**config.mk**
```make
export PLATFORM = sky130hd
export DESIGN_NAME = traffic_phase_scheduler
export DESIGN_NICKNAME = d
export VERILOG_FILES = /design/src/rtl/traffic_pkg.sv /design/src/rtl/rr_arbiter4.sv /design/src/rtl/traffic_phase_scheduler.sv
export SDC_FILE = /design/constraint.sdc
export NUM_CORES = 1
export LEC_CHECK = 0
export ABC_AREA = 1
export CORE_ASPECT_RATIO = 0.8
export CORE_MARGIN = 4
export CORE_UTILIZATION = 57
export CTS_BUF_LIST = sky130_fd_sc_hd__clkbuf_8 sky130_fd_sc_hd__clkbuf_16
export DETAILED_ROUTE_END_ITERATION = 6
export PLACE_DENSITY = 0.87
export SLEW_MARGIN = 30
export SYNTH_ARGS = -nofsm -noshare
export SYNTH_HDL_FRONTEND = slang
export SYNTH_HIERARCHICAL = 1
export SYNTH_SLANG_ARGS = --single-unit
```
**constraint.sdc**
```tcl
create_clock -name clock -period 5.5 [get_ports clock]
set_clock_uncertainty 0.1 [all_clocks]
set_input_delay 1.375 -clock clock [delete_from_list [all_inputs] [get_ports clock]]
set_output_delay 1.375 -clock clock [all_outputs]
set_load 0.05 [all_outputs]
```
**src/rtl/traffic_pkg.sv**
```systemverilog
// ---------------------------------------------------------------------------
// traffic_pkg
// Shared types and default timing for the four-approach phase scheduler.
//   state_e       : scheduler phase, also exported on the debug 'phase' port
//   NUM_APPROACH  : number of approaches / crossings (fixed at 4)
//   DEF_*         : default interval lengths in clock cycles
//   max_of()      : constant helper used to size the phase timer
// ---------------------------------------------------------------------------
package traffic_pkg;

  localparam int NUM_APPROACH = 4;

  localparam int DEF_MIN_GREEN = 4;
  localparam int DEF_MAX_GREEN = 12;
  localparam int DEF_AMBER_T   = 2;
  localparam int DEF_ALLRED_T  = 1;
  localparam int DEF_WALK_T    = 4;
  localparam int DEF_STARVE_T  = 24;

  typedef enum logic [2:0] {
    ALL_RED  = 3'd0,
    GREEN    = 3'd1,
    AMBER    = 3'd2,
    PED_WALK = 3'd3
  } state_e;

  function automatic int max_of(input int a, input int b);
    return (a > b) ? a : b;
  endfunction

endpackage

```
**src/rtl/rr_arbiter4.sv**
```systemverilog
// ---------------------------------------------------------------------------
// rr_arbiter4
// Combinational round-robin pick over four requests. The search starts at
// i_ptr and walks upward modulo 4; the first set request wins.
//   i_req   [3:0] : pending requests
//   i_ptr   [1:0] : highest-priority index for this pick
//   o_grant [3:0] : one-hot winner, zero when nothing is requested
//   o_valid       : at least one request present
// ---------------------------------------------------------------------------
module rr_arbiter4
  import traffic_pkg::*;
(
  input  logic [3:0] i_req,
  input  logic [1:0] i_ptr,
  output logic [3:0] o_grant,
  output logic       o_valid
);

  logic [1:0] w_idx;
  logic       w_found;

  // NOTE: every signal written here gets a default before any conditional
  // assignment, so no path leaves it unassigned and no latch is inferred.
  always_comb begin
    o_grant = '0;
    w_found = 1'b0;
    w_idx   = '0;
    for (int k = 0; k < NUM_APPROACH; k++) begin
      w_idx = i_ptr + 2'(k);
      if (!w_found && i_req[w_idx]) begin
        o_grant[w_idx] = 1'b1;
        w_found        = 1'b1;
      end
    end
  end

  assign o_valid = |i_req;

endmodule

```
**src/rtl/traffic_phase_scheduler.sv**
```systemverilog
// ---------------------------------------------------------------------------
// traffic_phase_scheduler
// Grants green to at most one of four approaches using round-robin over
// latched vehicle requests, gives pedestrian walk priority at each all-red
// decision point, and sequences amber / all-red / walk intervals. Every lamp
// output is a register loaded from the next-state decode, so lamps change on
// the same edge as the state.
//
// Ports:
//   clock          : system clock, rising edge
//   reset          : asynchronous, active-low reset
//   veh_req  [3:0] : vehicle sensors (level), bit i = approach i
//   ped_req  [3:0] : pedestrian buttons (level), bit i = crossing i
//   red/amber/green [3:0] : vehicle lamps; green is one-hot or zero
//   ped_green/ped_red [3:0] : walk / don't-walk lamps (ped_red = ~ped_green)
//   alarm    [3:0] : per-approach starvation alarm
//   phase    [2:0] : current state_e encoding, for debug
//
// Build option: define TRAFFIC_STARVE_ALARM_EN to build per-approach wait
// counters driving 'alarm'; otherwise 'alarm' is tied to zero.
// ---------------------------------------------------------------------------
module traffic_phase_scheduler
  import traffic_pkg::*;
#(
  parameter int MIN_GREEN = DEF_MIN_GREEN,
  parameter int MAX_GREEN = DEF_MAX_GREEN,
  parameter int AMBER_T   = DEF_AMBER_T,
  parameter int ALLRED_T  = DEF_ALLRED_T,
  parameter int WALK_T    = DEF_WALK_T,
  parameter int STARVE_T  = DEF_STARVE_T
) (
  input  logic       clock,
  input  logic       reset,
  input  logic [3:0] veh_req,
  input  logic [3:0] ped_req,
  output logic [3:0] red,
  output logic [3:0] amber,
  output logic [3:0] green,
  output logic [3:0] ped_green,
  output logic [3:0] ped_red,
  output logic [3:0] alarm,
  output logic [2:0] phase
);

  localparam int TW = $clog2(max_of(max_of(max_of(MIN_GREEN, MAX_GREEN),
                                           max_of(AMBER_T, ALLRED_T)),
                                    max_of(WALK_T, STARVE_T)) + 1);

  // Last timer value of each interval; leaving happens when the timer has
  // reached it, so an interval of N cycles spans timer values 0..N-1.
  localparam logic [TW-1:0] MG_LAST = TW'(MIN_GREEN - 1);
  localparam logic [TW-1:0] XG_LAST = TW'(MAX_GREEN - 1);
  localparam logic [TW-1:0] AM_LAST = TW'(AMBER_T - 1);
  localparam logic [TW-1:0] AR_LAST = TW'(ALLRED_T - 1);
  localparam logic [TW-1:0] WK_LAST = TW'(WALK_T - 1);

  state_e        r_state, w_next_state;
  logic [1:0]    r_cur, w_next_cur;     // approach owning GREEN/AMBER
  logic [1:0]    r_rr_ptr, w_arb_idx;
  logic [TW-1:0] r_timer;
  logic [3:0]    r_veh_pend, r_ped_pend;
  logic [3:0]    w_arb_grant, w_cur_oh, w_next_oh;
  logic [3:0]    w_green_d, w_amber_d, w_ped_green_d;
  logic [3:0]    r_red, r_amber, r_green, r_ped_green, r_ped_red;
  logic          w_arb_valid, w_enter, w_competitor;

  rr_arbiter4 u_arb (
    .i_req   (r_veh_pend),
    .i_ptr   (r_rr_ptr),
    .o_grant (w_arb_grant),
    .o_valid (w_arb_valid)
  );

  always_comb begin
    w_arb_idx = '0;
    for (int k = 0; k < NUM_APPROACH; k++)
      if (w_arb_grant[k]) w_arb_idx = 2'(k);
  end

  assign w_cur_oh     = 4'b0001 << r_cur;
  assign w_next_oh    = 4'b0001 << w_next_cur;
  assign w_competitor = (|(r_veh_pend & ~w_cur_oh)) || (|r_ped_pend);
  assign w_enter      = (w_next_state != r_state);

  // Next-state logic.
  always_comb begin
    w_next_state = r_state;
    w_next_cur   = r_cur;
    unique case (r_state)
      ALL_RED: begin
        if (r_timer >= AR_LAST) begin
          if (|r_ped_pend) begin
            w_next_state = PED_WALK;
          end else if (w_arb_valid) begin
            w_next_state = GREEN;
            w_next_cur   = w_arb_idx;
          end
        end
      end
      GREEN: begin
        // Own sensor extends green only until MAX_GREEN when someone waits.
        if (r_timer >= MG_LAST && w_competitor &&
            (!veh_req[r_cur] || r_timer >= XG_LAST))
          w_next_state = AMBER;
      end
      AMBER:    if (r_timer >= AM_LAST) w_next_state = ALL_RED;
      PED_WALK: if (r_timer >= WK_LAST) w_next_state = ALL_RED;
      default:  w_next_state = ALL_RED;
    endcase
  end

  // NOTE: sequential state uses non-blocking assignments only, so every
  // register samples the pre-edge values regardless of statement order.
  always_ff @(posedge clock or negedge reset) begin
    if (!reset) begin
      r_state <= ALL_RED;
      r_cur   <= '0;
    end else begin
      r_state <= w_next_state;
      r_cur   <= w_next_cur;
    end
  end

  always_ff @(posedge clock or negedge reset) begin
    if (!reset) begin
      r_timer    <= '0;
      r_rr_ptr   <= '0;
      r_veh_pend <= '0;
      r_ped_pend <= '0;
    end else begin
      if (w_enter)               r_timer <= '0;
      else if (r_timer != '1)    r_timer <= r_timer + 1'b1;

      if (r_state == AMBER && w_next_state == ALL_RED)
        r_rr_ptr <= r_cur + 2'd1;

      // The serving approach neither keeps nor re-arms its own request.
      r_veh_pend <= (r_veh_pend | veh_req)
                    & ~((r_state == GREEN) ? w_cur_oh : 4'h0)
                    & ~((w_enter && w_next_state == GREEN) ? w_next_oh : 4'h0);

      if (r_state == PED_WALK || w_next_state == PED_WALK)
        r_ped_pend <= '0;
      else
        r_ped_pend <= r_ped_pend | ped_req;
    end
  end

  // Lamp decode from the next state, registered.
  assign w_green_d     = (w_next_state == GREEN)    ? w_next_oh : 4'h0;
  assign w_amber_d     = (w_next_state == AMBER)    ? w_next_oh : 4'h0;
  assign w_ped_green_d = (w_next_state == PED_WALK) ? 4'hF      : 4'h0;

  always_ff @(posedge clock or negedge reset) begin
    if (!reset) begin
      r_red       <= 4'hF;
      r_amber     <= '0;
      r_green     <= '0;
      r_ped_green <= '0;
      r_ped_red   <= 4'hF;
    end else begin
      r_red       <= ~(w_green_d | w_amber_d);
      r_amber     <= w_amber_d;
      r_green     <= w_green_d;
      r_ped_green <= w_ped_green_d;
      r_ped_red   <= ~w_ped_green_d;
    end
  end

  assign red       = r_red;
  assign amber     = r_amber;
  assign green     = r_green;
  assign ped_green = r_ped_green;
  assign ped_red   = r_ped_red;
  assign phase     = r_state;

`ifdef TRAFFIC_STARVE_ALARM_EN
  localparam logic [TW-1:0] ST_LAST = TW'(STARVE_T - 1);

  logic [TW-1:0] r_wait [NUM_APPROACH];
  logic [3:0]    r_alarm;
  logic [3:0]    w_green_entry;

  assign w_green_entry = (w_enter && w_next_state == GREEN) ? w_next_oh : 4'h0;

  always_ff @(posedge clock or negedge reset) begin
    if (!reset) begin
      r_alarm <= '0;
      for (int i = 0; i < NUM_APPROACH; i++) r_wait[i] <= '0;
    end else begin
      for (int i = 0; i < NUM_APPROACH; i++) begin
        if (w_green_entry[i]) begin
          r_wait[i]  <= '0;
          r_alarm[i] <= 1'b0;
        end else if (r_veh_pend[i]) begin
          if (r_wait[i] != '1)     r_wait[i]  <= r_wait[i] + 1'b1;
          // Alarm rises on the edge that brings the count to STARVE_T.
          if (r_wait[i] == ST_LAST) r_alarm[i] <= 1'b1;
        end
      end
    end
  end

  assign alarm = r_alarm;
`else
  assign alarm = 4'h0;
`endif

endmodule
```
# Word level (Yosys, flattened, before mapping)
# Index checks and enable logic that the tools add are counted.
dict set report word_totals {
  reg_bits 40
  latch_bits 0
  ramBits 0
  mem_bits_ro 0
  inputBits 10
  output_inout_bits 27
  elab_cells 124
  memories 0
}
dict set report op_classes {
  n_addsub 5
  n_mul 0
  div_mod_pow 0
  order_cmp 13
  n_eq_ne 8
  shifts 2
  muxes 47
  bitwise_logic 14
  reduce_logical 24
}
# cell count
set op_table {}
lappend op_table {{4-bit two-way mux} 10}
lappend op_table {{4-bit bitwise OR} 6}
lappend op_table {{4-bit inverter} 5}
lappend op_table {{3-bit two-way mux} 6}
lappend op_table {{2-bit by 3-bit < comparator with 1-bit output, second input constant} 5}
lappend op_table {{1-bit two-way mux} 13}
lappend op_table {{4-bit bitwise AND} 3}
lappend op_table {{3-bit by 2-bit == test with 1-bit output, second input constant} 4}
lappend op_table {{2-bit two-way mux} 6}
lappend op_table {{3-bit one-hot mux with 4 select lines} 1}
lappend op_table {{4-bit OR reduction} 3}
lappend op_table {{1-bit logical AND} 11}
lappend op_table {{1-bit binary-select mux with 2-bit select} 5}
lappend op_table {{5-bit by 1-bit greater-or-equal comparator with 1-bit output, second input constant} 2}
lappend op_table {{5-bit two-way mux} 2}
lappend op_table {{1-bit demux with 2-bit select} 4}
lappend op_table {{2-bit by 1-bit greater-or-equal comparator with 1-bit output, second input constant} 4}
lappend op_table {{1-bit by 2-bit left shift with 4-bit output, first input constant} 2}
lappend op_table {{3-bit by 1-bit == test with 1-bit output, second input constant} 2}
lappend op_table {{3-bit logical NOT} 2}
lappend op_table {{5-bit by 1-bit adder with 5-bit output, second input constant} 1}
lappend op_table {{5-bit by 2-bit greater-or-equal comparator with 1-bit output, second input constant} 1}
lappend op_table {{5-bit by 4-bit greater-or-equal comparator with 1-bit output, second input constant} 1}
lappend op_table {{5-bit != test, second input constant} 1}
lappend op_table {{other kinds (6)} 13}

# Logic depth before layout (Yosys ltp)
# Gate-level depths: netlist of run 1.
dict set report depth {
  word_depth 23
  ltp_mapped 18
  ltp_nobuf 18
}

# Hierarchy
# Netlist of run 1, hierarchy kept.
# module instances cells_each area_per_inst_um2 seq_area_each_um2
set modules_own_cells {}
lappend modules_own_cells {traffic_phase_scheduler 1 207 1800.5 857.1}
lappend modules_own_cells {rr_arbiter4 1 74 405.4 0.0}

# Worst setup path after synthesis of run 1
# OpenSTA, ideal clock, no wires.
dict set report synth_path {
  kind {in2reg}
  start {in veh_req[3]}
  end {reg r_veh_pend[0]}
  setup_ps 124
  t_arrival_ps 2269
  required_ps 5276
  path_slack_ps 3007
  path_stages 9
  n_path_buf 0
  path_cell_list {nand2_1 nand3_1 nand2_1 nor2_2 nor2_1 a21oi_4 nand2_4 nor2_2 a21oi_2}
}
dict set report synth_via {
  elab_chain_len 12
  word_cells_on_any_way 13
  cone_classes {eq/ne (2); mux (5); bitwise (2); reduce/logical (4)}
}
# element line
set synth_rtl {}
lappend synth_rtl {{start, declared} traffic_phase_scheduler.sv:34} ;# input logic [3:0] veh_req,
lappend synth_rtl {{1-bit binary-select mux with 2-bit select (*)} traffic_phase_scheduler.sv:103} ;# (!veh_req[r_cur] || r_timer >= XG_LAST))
lappend synth_rtl {{1-bit two-way mux (not written as such) (*)} traffic_phase_scheduler.sv:103}
lappend synth_rtl {{1-bit logical NOT (*)} traffic_phase_scheduler.sv:103}
lappend synth_rtl {{1-bit logical OR (*)} traffic_phase_scheduler.sv:103}
lappend synth_rtl {{1-bit logical AND (*)} traffic_phase_scheduler.sv:102} ;# if (r_timer >= MG_LAST && w_competitor &&
lappend synth_rtl {{3-bit two-way mux (*)} traffic_phase_scheduler.sv:102}
lappend synth_rtl {{3-bit one-hot mux with 4 select lines (*)} traffic_phase_scheduler.sv:89} ;# unique case (r_state)
lappend synth_rtl {{3-bit != test or 3-bit by 1-bit == test with 1-bit output (tied branches)} {traffic_phase_scheduler.sv:83, traffic_phase_scheduler.sv:140}}
lappend synth_rtl {{1-bit logical AND (*)} traffic_phase_scheduler.sv:140} ;# & ~((w_enter && w_next_state == GREEN) ? w_next_oh : 4'h0);
lappend synth_rtl {{4-bit two-way mux (*)} traffic_phase_scheduler.sv:140}
lappend synth_rtl {{4-bit inverter (*)} traffic_phase_scheduler.sv:140}
lappend synth_rtl {{4-bit bitwise AND (*)} traffic_phase_scheduler.sv:140}
lappend synth_rtl {{end signal, assigned} traffic_phase_scheduler.sv:138} ;# r_veh_pend <= (r_veh_pend | veh_req)
lappend synth_rtl {{end, declared} traffic_phase_scheduler.sv:61} ;# logic [3:0] r_veh_pend, r_ped_pend;
# Every way passes the cells marked *; elsewhere a longest branch is shown, timed or not. The select of a mux whose other input is x is not followed.
# A chain may end at the register's enable or synchronous reset.

==> results of run 1 <==
## routing by layer
layer | part of all wire | GRT usage | vias up
met3 | 0.053 | 0.0427 | 9
met2 | 0.48 | 0.337 | 42
met5 | 0 | 0 | -
met4 | 0.013 | 0.0689 | 0
li1 | - | - | 905
met1 | 0.45 | 0.249 | 832
## final cells by class
class                           count  area (um2)
Tap cell                           42        52.6
Clock buffer                        6        82.6
Timing Repair Buffer               33         328
Sequential cell                    34         857
Fill cell                         287         952
Multi-Input combinational cell    187        1080
Clock inverter                      2        12.5
Inverter                           47         176
## per-stage QoR
stage          area, um2  worst slack, ns  hold WS (ns)
6_report            2590             2.38         0.419
5_1_grt             2590             2.35         0.471
4_1_cts             2590             2.36         0.428
3_5_place_dp        2490             2.38         0.412
3_3_place_gp        2490             2.43         0.390
2_1_floorplan       2190             3.01         0.378
## power by group
group          leakage [nW]  switching (W)  internal [W]
Sequential            0.417      0.0000931      0.000344
Combinational         0.850       0.000667      0.000314
Clock                0.0472      0.0000872      0.000100
Total                  1.31       0.000847      0.000759
## how the worst min path moves through the flow
stage | to | slack, ns | cells after the start
after floorplan | r_ped_pend[0] | 0.38 | 2
after global placement | r_ped_pend[2] | 0.39 | 2
after detailed placement | r_ped_pend[3] | 0.41 | 2
after CTS | r_ped_pend[3] | 0.43 | 2
after global routing | r_ped_pend[3] | 0.47 | 2
final | r_ped_pend[0] | 0.42 | 2
## registers in the layout (all words and copies together), names as in the netlist
register	count
r_veh_pend	4
r_rr_ptr	2
ped_red	1
amber	4
phase	3
r_timer	5
red	4
ped_green	1
r_cur	2
green	4
r_ped_pend	4
## placed cells by master (no fill, tap or decap), drive strengths merged, types with 6 or more instances in the layout
cell / n
nand2: 72
inv: 47
clkdlybuf4s50: 32
nand3: 32
nor2: 32
dfrtp: 29
ha: 13
o21ai: 10
a21oi: 9
clkbuf: 6
==> results.json, run 1 <==
{
  "grt_pass1_wl_mm": 7.71,
  "worst_ep_arrival_time_ns": 1.64,
  "cts_hold_buf": 0,
  "grt_start_max_net_pins": 35,
  "rsz0062_at_grt": "false",
  "path_buf_inv": 1,
  "p_per_area_mw_per_mm2": 620,
  "viasPerCell": 5.09,
  "clock_path_buffers": 2,
  "start_util": 0.614,
  "synth.cell_area_mm2": 0.00217,
  "layout.nets": 331,
  "leakagePower_nw": 1.31,
  "antenna_cells": 0,
  "placementRows": 19,
  "cpMaxStageDelayCell": "clkdlybuf4s50_1",
  "r2r_start": "r_rr_ptr[0]",
  "tns_ns": 0,
  "clock-sinks": 34,
  "fmax_mhz": 321,
  "hold_viol": 0,
  "ctsResizeCount": 0,
  "period_share": 0.567,
  "worstReg2RegEnd": "r_veh_pend[2]",
  "cp-startpoint": "ped_red[2]",
  "drc_errors": 0,
  "hold_path.startpoint": "r_ped_pend[0]",
  "max_slew_margin": 0.654,
  "path_max_fanout": 4,
  "fin_crit_ns": 3.12,
  "first_pass_iters": 4,
  "slew_viol_final": 0,
  "gr-total-overflow": 0,
  "crit_type": "register to output pin",
  "r2r_setup_slack_ns": 2.69,
  "dp.cells": 343,
  "path_depth": 1,
  "cts_buffers": 5,
  "area_growth_pct": 19.1,
  "drt-initial-drc-count": 97,
  "via_count": 1788,
  "root_buffer": "clkbuf_8",
  "h-tree-depth": 2,
  "endpoint": "ped_red[0]",
  "max_cap_viol_count": 0,
  "ioPinCount": 37,
  "cp-end-kind": "output pin",
  "dieHeight_um": 63.2,
  "syn_area_per_cell_um2": 7.94,
  "clk_pin_slew_worst_paths_ns": 0.07,
  "clk_latency_ns": 0.28,
  "worst_r2r_path_depth": 18,
  "worst_pin_slew_ns": 0.517,
  "cts_tree": "built",
  "instances_no_fill": 351,
  "core-area_mm2": 0.00354,
  "status": "finished, final reports clean",
  "hpwl_mm": 3.58,
  "cts_setup_buffers": 0,
  "drive_gt1_frac": 0.184,
  "critical_path_required_ns": 4.03,
  "port_buffers": 32,
  "cpLargestDelayFamily": "buffers and inverters",
  "gp_congestion": 0.835,
  "syn-instance-count": 274,
  "ir_worst_vdd_mv": 0.364,
  "grt_pass1_vias": 1731,
  "grt_usage": 0.198,
  "holdCritPathClass": "register to register",
  "cpPeakStageDelay_ns": 0.81,
  "dieWidth_um": 77.1,
  "synth-warning-count": 6,
  "ant_nets": 0,
  "die_area_mm2": 0.00487,
  "routed_wl_mm": 4.42,
  "critPathLaunchType": "register",
  "finish.utilization": 0.731,
  "routedWlPerCell_um": 12.6,
  "grt_antenna_before_repair": 0,
  "setup_violations": 0,
  "crit_chain": "clkdlybuf4s50_1",
  "power_w": 0.00161
}
No activity file was read; power rests on OpenSTA's default activity.
==> run 2, diff against run 1 <==
CORE_UTILIZATION = 48   (was 57)
PLACE_DENSITY = 0.78   (was 0.87)
clock period = 2.5 ns   (was 5.5 ns; I/O delays follow)
==> run 2 against run 1 <==
  * First-iteration DRC count decreased by 10%
  * Count of clock-buffer cells in the layout decreased by 1
  * Worst setup slack got worse by 2.2 ns
  * Routed wire length increased by 2.1%
  * Total power increased by 140%
  * Combinational power increased by 140%
  * Cell count increased by 5.4%
  * Largest power group unchanged
==> results.json, run 2 (synthesis gave the netlist of run 1 again) <==
{
  "grt_pass1_vias": 1642,
  "finish.utilization": 0.630,
  "nFillCells": 372,
  "area_growth_pct": 24.2,
  "drt-initial-drc-count": 87,
  "holdCritPathClass": "register to register",
  "cp-end-kind": "output pin",
  "slew_viol_final": 0,
  "cpMaxStageDelayCell": "clkdlybuf4s50_1",
  "cpPeakStageDelay_ns": 0.81,
  "gp_congestion": 0.856,
  "ioPinCount": 37,
  "tns_ns": 0,
  "finalInstanceArea_mm2": 0.00270,
  "worst_pin_slew_ns": 0.532,
  "drc_errors": 0,
  "fmax_mhz": 423,
  "dp.cells": 362,
  "hold_path.startpoint": "r_ped_pend[1]",
  "r2r_start": "r_rr_ptr[0]",
  "max_slew_margin": 0.643,
  "crit_chain": "clkdlybuf4s50_1",
  "grt_start_max_net_pins": 35,
  "top_register": "r_timer",
  "gr-total-overflow": 0,
  "period_share": 0.946,
  "clock-sinks": 34,
  "crit_type": "register to output pin",
  "setup_violations": 0,
  "port_buffers": 32,
  "leakagePower_nw": 1.36,
  "max_cap_viol_count": 0,
  "clock_path_buffers": 2,
  "dieWidth_um": 83.3,
  "cp-startpoint": "ped_red[2]",
  "critPathLaunchType": "register",
  "layout_common_cells": "nand2_1 (60), inv_1 (41), clkdlybuf4s50_1 (32), nand3_1 (29), dfrtp_1 (29)",
  "routed_wl_mm": 4.52,
  "ir_worst_vdd_mv": 0.911,
  "place_area_mm2": 0.00254,
  "fin_crit_ns": 2.36,
  "cts_hold_buf": 0,
  "critical_path_required_ns": 1.77,
  "hold_viol": 0,
  "cts_buffers": 5,
  "start_util": 0.508,
  "cpLargestDelayFamily": "buffers and inverters",
  "h-tree-depth": 2,
  "clk_pin_slew_worst_paths_ns": 0.07,
  "status": "finished, final reports clean",
  "whs_ns": 0.413,
  "cts_setup_buffers": 0,
  "antenna_cells": 0,
  "largest_register_ffs": 5,
  "first_pass_iters": 4,
  "viasPerCell": 4.79,
  "clk_latency_ns": 0.28,
  "path_buf_inv": 1,
  "grt_antenna_before_repair": 0,
  "path_max_fanout": 4,
  "p_per_area_mw_per_mm2": 1420,
  "worst_ep_arrival_time_ns": 1.64,
  "instances_no_fill": 370,
  "ant_nets": 0,
  "die_area_mm2": 0.00568,
  "grt_usage": 0.164,
  "grt_pass1_wl_mm": 7.39,
  "routedWlPerCell_um": 12.2,
  "via_count": 1774,
  "drive_gt1_frac": 0.208,
  "root_buffer": "clkbuf_8",
  "layout.nets": 335,
  "final_common_cell": "nand2_1",
  "core-area_mm2": 0.00428,
  "placementRows": 21,
  "dieHeight_um": 68.2,
  "cts_tree": "built",
  "hpwl_mm": 3.50
}
==> run 2: changes by cell type in the layout (fill, tap and decap cells not counted), sizes merged <==
cell,before,now
clkbuf,6,5
buf,1,5
bufinv,0,2
clkinvlp,1,0
==> run 2: layout make-up <==
class	instances	area, um2	area share
well taps	57	71.3	0.0264
repair buffers	37	358	0.133
multi-input cells	187	1100	0.407
clock buffers	5	68.8	0.0255
clock inverters	3	68.8	0.0255
flip-flops and latches	34	857	0.317
inverters	47	176	0.0653
==> run 2: per-layer routing <==
layer | part of all wire | track usage | wire (um)
met3 | 0.046 | 0.0373 | 208
met5 | 0 | 0 | 0
met4 | 0.0080 | 0.0367 | 36
met1 | 0.45 | 0.203 | 2020
met2 | 0.50 | 0.297 | 2260
==> run 2: per-stage QoR <==
stage	setup slack, ns	total power, W
2_1_floorplan	0.0805	0.00262
3_3_place_gp	0.0914	0.00311
3_5_place_dp	0.0493	0.00316
4_1_cts	0.0908	0.00378
5_1_grt	-0.0274	0.00410
6_report	0.135	0.00383
==> run 2: power breakdown <==
group          internal, W  leakage (nW)  switching [W]
Clock             0.000399        0.0683       0.000201
Sequential        0.000757         0.417       0.000159
Combinational     0.000767         0.870        0.00155
Total              0.00192          1.36        0.00190
==> run 2: path summary, 6_finish.rpt <==
path | to | slack [ns] | cells after the start
hold / removal | r_ped_pend[1] | 0.41 | 2
hold reg to reg | r_ped_pend[1] | 0.41 | 2
setup reg to reg | r_veh_pend[2] | 0.16 | 17
setup / recovery | ped_red[1] | 0.14 | 1
min in group asynchronous | r_ped_pend[1] | 0.63 | 2
max in group asynchronous | red[2] | 1.33 | 2
==> run 2: timing repair <==
action / in CTS / in global routing
setup endpoints to repair: 0 / 7
hold endpoints to repair: 0 / 0
gates resized for setup: 0 / 4
